**config.mk**
```make
export PLATFORM = sky130hd
export DESIGN_NAME = sa_icache
export DESIGN_NICKNAME = d
export VERILOG_FILES = /design/src/rtl/sa_icache.sv
export SDC_FILE = /design/constraint.sdc
export NUM_CORES = 2
export LEC_CHECK = 0
export BUFFER_PORTS_ARGS = -buffer_cell sky130_fd_sc_hd__buf_2
export CORE_MARGIN = 1
export CORE_UTILIZATION = 35
export DETAILED_ROUTE_END_ITERATION = 7
export PLACE_DENSITY = 0.52
export RECOVER_POWER = 25
export SLEW_MARGIN = 20
export SYNTH_ARGS = -nofsm -noshare
export SYNTH_HDL_FRONTEND = slang
export SYNTH_SLANG_ARGS = --single-unit
export TNS_END_PERCENT = 30
```
**constraint.sdc**
```tcl
create_clock -name CLK -period 5.7 [get_ports CLK]
set_input_delay 1.14 -clock CLK [delete_from_list [all_inputs] [get_ports CLK]]
set_output_delay 1.14 -clock CLK [all_outputs]
set_load 0.05 [all_outputs]
```
**src/rtl/sa_icache.sv**
```systemverilog
`default_nettype none
// ============================================================================
// Module   : sa_icache
// Brief    : Set-associative read-only instruction cache with invalid-first /
//            tree-PLRU replacement, multi-beat refill and one-cycle flush.
// Revision : 1.0 - initial release
// ============================================================================
module sa_icache #(
    parameter int NUM_SETS    = 4,
    parameter int NUM_WAYS    = 4,
    parameter int BLOCK_WORDS = 4
) (
    input  logic        CLK,
    input  logic        RST_N,
    input  logic [31:0] pc,
    input  logic        pc_valid,
    input  logic        flush,
    output logic [31:0] rd,
    output logic        hit,
    output logic        stall,
    output logic        mem_req,
    output logic [31:0] mem_addr,
    input  logic        mem_rvalid,
    input  logic [31:0] mem_rdata
);
    localparam int c_WORD_BITS = $clog2(BLOCK_WORDS);
    localparam int c_OFF       = c_WORD_BITS + 2;
    localparam int c_IDX_BITS  = $clog2(NUM_SETS);
    localparam int c_TAG_BITS  = 32 - c_OFF - c_IDX_BITS;
    localparam int c_WAY_BITS  = $clog2(NUM_WAYS);
    localparam logic [31:0]            c_NOP       = 32'h0000_0013;
    localparam logic [c_WORD_BITS-1:0] c_LAST_WORD = c_WORD_BITS'(BLOCK_WORDS - 1);

    typedef enum logic [1:0] {
        S_IDLE   = 2'd0,
        S_REFILL = 2'd1,
        S_FLUSH  = 2'd2
    } state_t;

    state_t r_state, w_next;

    // PLRU tree is heap-ordered from bit 1 (root); bit 0 is never used
    logic [NUM_WAYS-1:0]   r_valid [NUM_SETS];
    logic [NUM_WAYS-1:0]   r_plru  [NUM_SETS];
    logic [c_TAG_BITS-1:0] r_tag   [NUM_SETS][NUM_WAYS];
    logic [31:0]           r_data  [NUM_SETS][NUM_WAYS][BLOCK_WORDS];

    logic [c_WAY_BITS-1:0]  r_victim;
    logic [c_IDX_BITS-1:0]  r_idx;
    logic [c_TAG_BITS-1:0]  r_ltag;
    logic [c_WORD_BITS-1:0] r_cnt;
    logic                   r_flush_pend;

    logic [c_IDX_BITS-1:0]  w_idx;
    logic [c_TAG_BITS-1:0]  w_tag;
    logic [c_WORD_BITS-1:0] w_word;
    logic                   w_match;
    logic [c_WAY_BITS-1:0]  w_hit_way;
    logic [c_WAY_BITS-1:0]  w_victim;
    logic                   w_start;
    logic                   w_last;
    logic                   w_unused;

    assign w_word   = pc[2 +: c_WORD_BITS];
    assign w_idx    = pc[c_OFF +: c_IDX_BITS];
    assign w_tag    = pc[31 -: c_TAG_BITS];
    assign w_unused = &{1'b0, pc[1:0]};
    assign mem_addr = {r_ltag, r_idx, {c_OFF{1'b0}}};

    // Walk from the root; the final node number is {1'b1, way}
    function automatic logic [c_WAY_BITS-1:0] plru_pick(input logic [NUM_WAYS-1:0] bits);
        logic [c_WAY_BITS:0] node;
        node = (c_WAY_BITS + 1)'(1);
        for (int l = 0; l < c_WAY_BITS; l++) begin
            node = {node[c_WAY_BITS-1:0], bits[node[c_WAY_BITS-1:0]]};
        end
        return node[c_WAY_BITS-1:0];
    endfunction

    // Point every node on the path to this way at the opposite subtree
    function automatic logic [NUM_WAYS-1:0] plru_touch(input logic [NUM_WAYS-1:0] bits,
                                                       input logic [c_WAY_BITS-1:0] way);
        logic [c_WAY_BITS:0] path, node, child;
        logic [NUM_WAYS-1:0] res;
        res  = bits;
        path = {1'b1, way};
        for (int l = c_WAY_BITS; l >= 1; l--) begin
            node  = path >> l;
            child = path >> (l - 1);
            res[node[c_WAY_BITS-1:0]] = ~child[0];
        end
        return res;
    endfunction

    always_comb begin
        w_match   = 1'b0;
        w_hit_way = '0;
        w_victim  = plru_pick(r_plru[w_idx]);
        for (int w = NUM_WAYS - 1; w >= 0; w--) begin
            if (r_valid[w_idx][w] && (r_tag[w_idx][w] == w_tag)) begin
                w_match   = 1'b1;
                w_hit_way = c_WAY_BITS'(w);
            end
        end
        for (int w = NUM_WAYS - 1; w >= 0; w--) begin
            if (!r_valid[w_idx][w]) begin
                w_victim = c_WAY_BITS'(w);
            end
        end
    end

    always_comb begin
        w_next  = r_state;
        hit     = 1'b0;
        rd      = c_NOP;
        stall   = 1'b0;
        mem_req = 1'b0;
        w_start = 1'b0;
        w_last  = 1'b0;
        case (r_state)
            S_IDLE: begin
                hit = pc_valid & w_match;
                if (hit) begin
                    rd = r_data[w_idx][w_hit_way][w_word];
                end
                if (flush) begin
                    stall  = 1'b1;
                    w_next = S_FLUSH;
                end else if (pc_valid && !w_match) begin
                    stall   = 1'b1;
                    w_start = 1'b1;
                    w_next  = S_REFILL;
                end
            end
            S_REFILL: begin
                stall   = 1'b1;
                mem_req = 1'b1;
                if (mem_rvalid && (r_cnt == c_LAST_WORD)) begin
                    w_last = 1'b1;
                    w_next = (flush || r_flush_pend) ? S_FLUSH : S_IDLE;
                end
            end
            S_FLUSH: begin
                stall  = 1'b1;
                w_next = S_IDLE;
            end
            default: w_next = S_IDLE;
        endcase
    end

    always_ff @(posedge CLK or negedge RST_N) begin
        if (!RST_N) begin
            r_state <= S_IDLE;
        end else begin
            r_state <= w_next;
        end
    end

    always_ff @(posedge CLK or negedge RST_N) begin
        if (!RST_N) begin
            r_victim     <= '0;
            r_idx        <= '0;
            r_ltag       <= '0;
            r_cnt        <= '0;
            r_flush_pend <= 1'b0;
            for (int s = 0; s < NUM_SETS; s++) begin
                r_valid[s] <= '0;
                r_plru[s]  <= '0;
            end
        end else begin
            case (r_state)
                S_IDLE: begin
                    if (w_start) begin
                        r_victim <= w_victim;
                        r_idx    <= w_idx;
                        r_ltag   <= w_tag;
                        r_cnt    <= '0;
                    end else if (hit) begin
                        r_plru[w_idx] <= plru_touch(r_plru[w_idx], w_hit_way);
                    end
                end
                S_REFILL: begin
                    if (flush) begin
                        r_flush_pend <= 1'b1;
                    end
                    if (mem_rvalid) begin
                        r_cnt <= r_cnt + 1'b1;
                    end
                    if (w_last) begin
                        r_valid[r_idx][r_victim] <= 1'b1;
                        r_plru[r_idx]            <= plru_touch(r_plru[r_idx], r_victim);
                    end
                end
                S_FLUSH: begin
                    r_flush_pend <= 1'b0;
                    for (int s = 0; s < NUM_SETS; s++) begin
                        r_valid[s] <= '0;
                        r_plru[s]  <= '0;
                    end
                end
                default: ;
            endcase
        end
    end

    // Line storage needs no reset; valid bits gate every read
    always_ff @(posedge CLK) begin
        if ((r_state == S_REFILL) && mem_rvalid) begin
            r_data[r_idx][r_victim][r_cnt] <= mem_rdata;
        end
        if (w_last) begin
            r_tag[r_idx][r_victim] <= r_ltag;
        end
    end

endmodule
`default_nettype wire

```
**Word-level counts from Yosys, hierarchy flattened**

Memories as Yosys holds them, arrays and structs flattened.
Cells that the tools add are included.
Widths: inputs -> output; s select.

- Register bits after elaboration: 67
- Latch bits: 0
- Memory bits (writable): 2464
- Memory bits (read-only): 0
- Bits of input ports: 69
- Output and inout bits: 67
- Logic and storage cells: 170
- Memories kept: 2

Memories:

| name | depth | bits a word | rd ports | clocked after Yosys merged registers in | write ports | RTL line | RTL |
|---|---|---|---|---|---|---|---|
| r_data | 4 | 512 | 1 | 0 | 1 | 46 | `logic [31:0] r_data [NUM_SETS][NUM_WAYS][BLOCK_WORDS];` |
| r_tag | 4 | 104 | 1 | 0 | 1 | 45 | `logic [c_TAG_BITS-1:0] r_tag [NUM_SETS][NUM_WAYS];` |

- Add/sub/neg operators: 1
- Multiply operators: 0
- Divide/modulo/power cells: 0
- Magnitude comparators: 17
- Eq/ne operators: 15
- Shifts and indexed selects: 0
- Mux-type cells: 82
- Bitwise gates (word level): 12
- Reduce and logical (&&, ||, !) cells: 27

Operator list:

| operator | count |
|---|---|
| $mux 512 | 1 |
| $mux 128 | 3 |
| $bmux 128 s2 | 1 |
| $demux 128 s2 | 1 |
| $mux 32 | 5 |
| $eq 26x26->1 | 4 |
| $mux 104 | 1 |
| $bmux 32 s2 | 1 |
| $demux 32 s2 | 1 |
| $mux 16 | 4 |
| $demux 26 s2 | 1 |
| $pmux 16 s3 | 1 |
| $mux 4 | 9 |
| $bwmux 16 | 2 |
| $pmux 16 s2 | 1 |
| $mux 2 | 14 |
| $mux 26 | 1 |
| $bmux 4 s2 | 3 |
| $demux 4 s2 | 3 |
| $mux 1 | 20 |
| $ge 3x3->1 const B | 6 |
| $not 2->3 | 6 |
| $or 16x16->16 | 1 |
| $logic_and 1x1->1 | 14 |
| other kinds (24) | 50 |

**Longest topological paths before layout**

- Word-level depth: 18
- Gate-level depth with buffers: 21

**Worst setup path after synthesis**

Ideal clock, no wire load.

- Path kind: input to output
- From: input port pc[4]
- To: output port rd[0]
- Arrival time: 5.419 ns
- Data required time: 4.560 ns
- Setup slack: -0.859 ns
- Stages: 17
- Path through: buf_6 > buf_12 > buf_12 > buf_4 > mux4_2 > xnor2_1 > and4_1 > nand4_1 > nor4b_1 > a31oi_1 > o21a_1 > buf_4 > buf_4 > mux2i_1 > o221ai_1 > o21ai_0 > a221oi_1

- Cells in the longest elaborated chain, start to end: 18
- Elaborated cells on any way between the ends: 32
- Classes of those cells: eq/ne: 4; mux: 19; bitwise: 3; reduce/logical: 4; memory: 2

RTL lines:

| what | RTL line | RTL |
|---|---|---|
| start, declared | 15 | `input logic [31:0] pc,` |
| branches (longest 16 deep; another with $mem_v2 4x104) | n/a |  |
| $mux 32 * | 123 | `if (hit) begin` |
| $mux 32 * | 120 | `case (r_state)` |
| end, declared | 18 | `output logic [31:0] rd,` |

Mark *: on every way between the ends. The select of a mux whose other input is x is not followed.

**Worst setup path in the final report**

- From: input port pc[4]
- To: output port rd[31]

Same word-level chain as after synthesis.

==> flow_metrics.env <==
export IMPL_rr_startpoint="r_tag[3][2]"
export IMPL_synth_area_leaders="edfxtp_1, mux4_2, mux2i_1"
export IMPL_synth_seq_cells=2527
export IMPL_drt_pass1_iter_count=5
export IMPL_die_w_um=535.1
export IMPL_ys_seq_area_frac=0.7599
export IMPL_ant_nets=0
export IMPL_netlist_area_leader_share=0.7440
export IMPL_hold_slack_ps=498.0
export IMPL_initial_core_util=0.3523
export IMPL_synth_fa_ha_area_frac=0.001132
export IMPL_fmax_mhz=150.9
export IMPL_wl_per_cell_um=30.30
export IMPL_hold_viol=0
export IMPL_fin_skew_ps=84.39
export IMPL_hold_start="r_valid[9]"
export IMPL_rows=195
export IMPL_cts_sinks=2527
export IMPL_synth_area_mux_share=0.1681
export IMPL_crit_fanout=7
export IMPL_ys_types=81
export IMPL_netlist_area_um2=99450
export IMPL_peakVddDrop_uv=293.8
export IMPL_syn_to_final_growth_pct=20.52
export IMPL_worst_pin_slew_ps=2912
export IMPL_worst_r2r_path_depth=14
export IMPL_hold_end="r_valid[9]"
export IMPL_yosysTopAreaCell="edfxtp_1"
export IMPL_cts_buffer_depth=4
export IMPL_synth_xor_area_frac=0.007310
export IMPL_crit_required_ps=4560
export IMPL_antenna_found_initial=12
export IMPL_vias=50830
export IMPL_clock_latency_ps=870
export IMPL_numCtsBuffers=281
export IMPL_drv_cap=18
export IMPL_grt_usage=0.1981
export IMPL_p_leak_nw=38.16
export IMPL_yosysMostFrequentCell="edfxtp_1"
export IMPL_status="finished, violations left"
export IMPL_cts_root_buf="clkbuf_16"
export IMPL_arrival_ps=5490
export IMPL_drive_gt1_frac=0.3520
export IMPL_drcViolationCount=0
export IMPL_synth_main_ff_cell="edfxtp_1"
export IMPL_period_minus_slack_ps=6627
export IMPL_slew_headroom=-0.9415
export IMPL_htreeDepth=5
export IMPL_synth_compound_area_frac=0.02329
export IMPL_gp_congestion=0.8528
export IMPL_p_total_mw=42.37
export IMPL_syn_inst=4734
export IMPL_cp_end_kind="primary output"
export IMPL_p_per_area_nw_per_um2=353.5
export IMPL_dp_hpwl_um=169500
export IMPL_synth_edf_count=2464
export IMPL_maxSlewViolCount=1112
export IMPL_grt_pass1_wl_um=402100
export IMPL_fp_dieH_um=535.1
export IMPL_grt_pass1_vias=52405
export IMPL_clk_pin_slew_ps=50
export IMPL_synth_top_family_by_area="multiplexers"
export IMPL_setup_viol=33
export IMPL_async_flop_share=0.02493
export IMPL_core_area_um2=282300
export IMPL_path_class="in -> out"
export IMPL_setup_slack_ps=-927.4
export IMPL_violations="capacitance limit, slew limit, setup timing"
export IMPL_fillers=24482
export IMPL_hold_path_cell_count=2
export IMPL_final_nets=5543
export IMPL_routed_wirelength_um=285600
export IMPL_hold_path_class="reg -> reg"
export IMPL_drtIter0Drc=5017
export IMPL_critPathLaunchType="input port"
export IMPL_dieArea_um2=286300
export IMPL_detail_route_vias_per_cell=5.393
export IMPL_period_share=1.163
export IMPL_cts_tree="done"
export IMPL_synth_commonest_cells="edfxtp_1, mux4_2, mux2i_1"
export IMPL_rsz0062_at_grt="true"
export IMPL_grt_max_degree=134
export IMPL_overflow=0
export IMPL_io_buffer_count=129
export IMPL_yosys_warnings=0
export IMPL_rrSetupSlack_ps=1760
export IMPL_avgSynthCellArea_um2=21.01
export IMPL_synthSimpleGateAreaFrac=0.02636
export IMPL_ios=136
==> metrics by stage <==
step	TNS, ps	worst slack (ps)	cells	instance area, um2	utilization
6_report	-24390	-927.4	9425	119900	0.4246
5_1_grt	-28000	-1008	9420	119800	0.4246
4_1_cts	-23720	-923.9	9412	119500	0.4231
3_5_place_dp	-39970	-1605	8895	109600	0.3882
3_3_place_gp	-40760	-1634	8895	109600	0.3882
2_1_floorplan	-2275	-155.5	4737	99890	-
==> kinds of logic after synthesis <==
| kind of cell | count (synthesis) |
|---|---|
| DFF | 2527 |
| muxes | 916 |
| and+or+nand+nor | 588 |
| AOI/OAI and AO/OA | 318 |
| buffers and inverters | 292 |
| xor gates and xnor gates | 83 |
| adders and majority gates | 9 |
| other | 1 |
==> worst max-delay path by stage <==
| stage | end | startpoint | slack (ps) |
|---|---|---|---|
| floorplan | rd[17] | pc[4] | -160 |
| global placement | rd[27] | pc[4] | -1630 |
| detailed placement | rd[27] | pc[4] | -1600 |
| CTS | rd[9] | pc[4] | -920 |
| global route | rd[9] | pc[4] | -1010 |
| finish | rd[31] | pc[4] | -930 |
==> timing repair <==
action,CTS,global route
hold endpoints to repair,0,0
hold buffers,0,0
setup buffers,20,6
endpoints found under the setup margin,34,34
pin swaps,20,19
resized for setup,196,68
cloned,3,0
==> registers in the layout (all words and copies together) (netlist names), named ones only <==
register,cells
r_cnt,2
r_data,2048
r_flush_pend,1
r_idx,2
r_ltag,26
r_state,2
r_tag,416
r_valid,16
r_victim,2
==> routing by layer <==
layer / global-route usage / up-vias / wire (um)
met5: 0 / - / 35
met1: 0.2666 / 27742 / 120800
met4: 0.06079 / 6 / 8245
li1: - / 21163 / -
met3: 0.02632 / 393 / 13870
met2: 0.3341 / 1526 / 142600
==> layout by cell type, fill, tap and decap left out, types with 17 or more instances in the layout <==
cell and count:
buf_4 496, xnor2_1 60, a31oi_1 29, clkinv_2 43, nor2_1 76, xnor2_2 18
clkinv_1 51, nand3_1 52, buf_12 76, inv_1 20, edfxtp_1 2464, mux4_2 598
mux2_2 51, clkbuf_1 88, o21ai_0 30, dfrtp_1 63, buf_6 31, nor2_4 94
nand4_1 27, o211ai_1 17, a21oi_1 34, clkbuf_16 288, buf_2 75, mux2i_2 23
nand2_1 244, mux2i_1 235
==> critical path: stages <==
cell and delay, ps:
buf_16 130, buf_12 140, mux4_2 530, xnor2_2 160, buf_4 160, and4_1 210, or4b_1 430, or4_4 480
a221oi_4 310, buf_6 200, buf_12 170, buf_12 130, nor2_4 40, buf_6 140, buf_12 130, a21oi_4 160
nand3_2 90, a22oi_2 370, buf_4 190, buf_8 130
==> layout make-up <==
cell class	count	area, um2	area share
Clock inverter	133	1077	0.008988
Tap cell	3743	4683	0.03907
Multi-Input combinational cell	1918	24520	0.2046
Inverter	21	78.83	0.0006576
Antenna cell	6	15.01	0.0001253
Timing Repair Buffer	716	6390	0.05331
Clock buffer	361	7531	0.06283
Sequential cell	2527	75570	0.6305
==> power breakdown <==
| group | switching [mW] | leakage [nW] | internal, mW |
|---|---|---|---|
| combinational | 2.17 | 11.0 | 1.16 |
| sequential | 0.634 | 22.9 | 21.1 |
| clock | 7.33 | 4.20 | 9.94 |
Note: power is estimated with default switching activity, not from simulation.
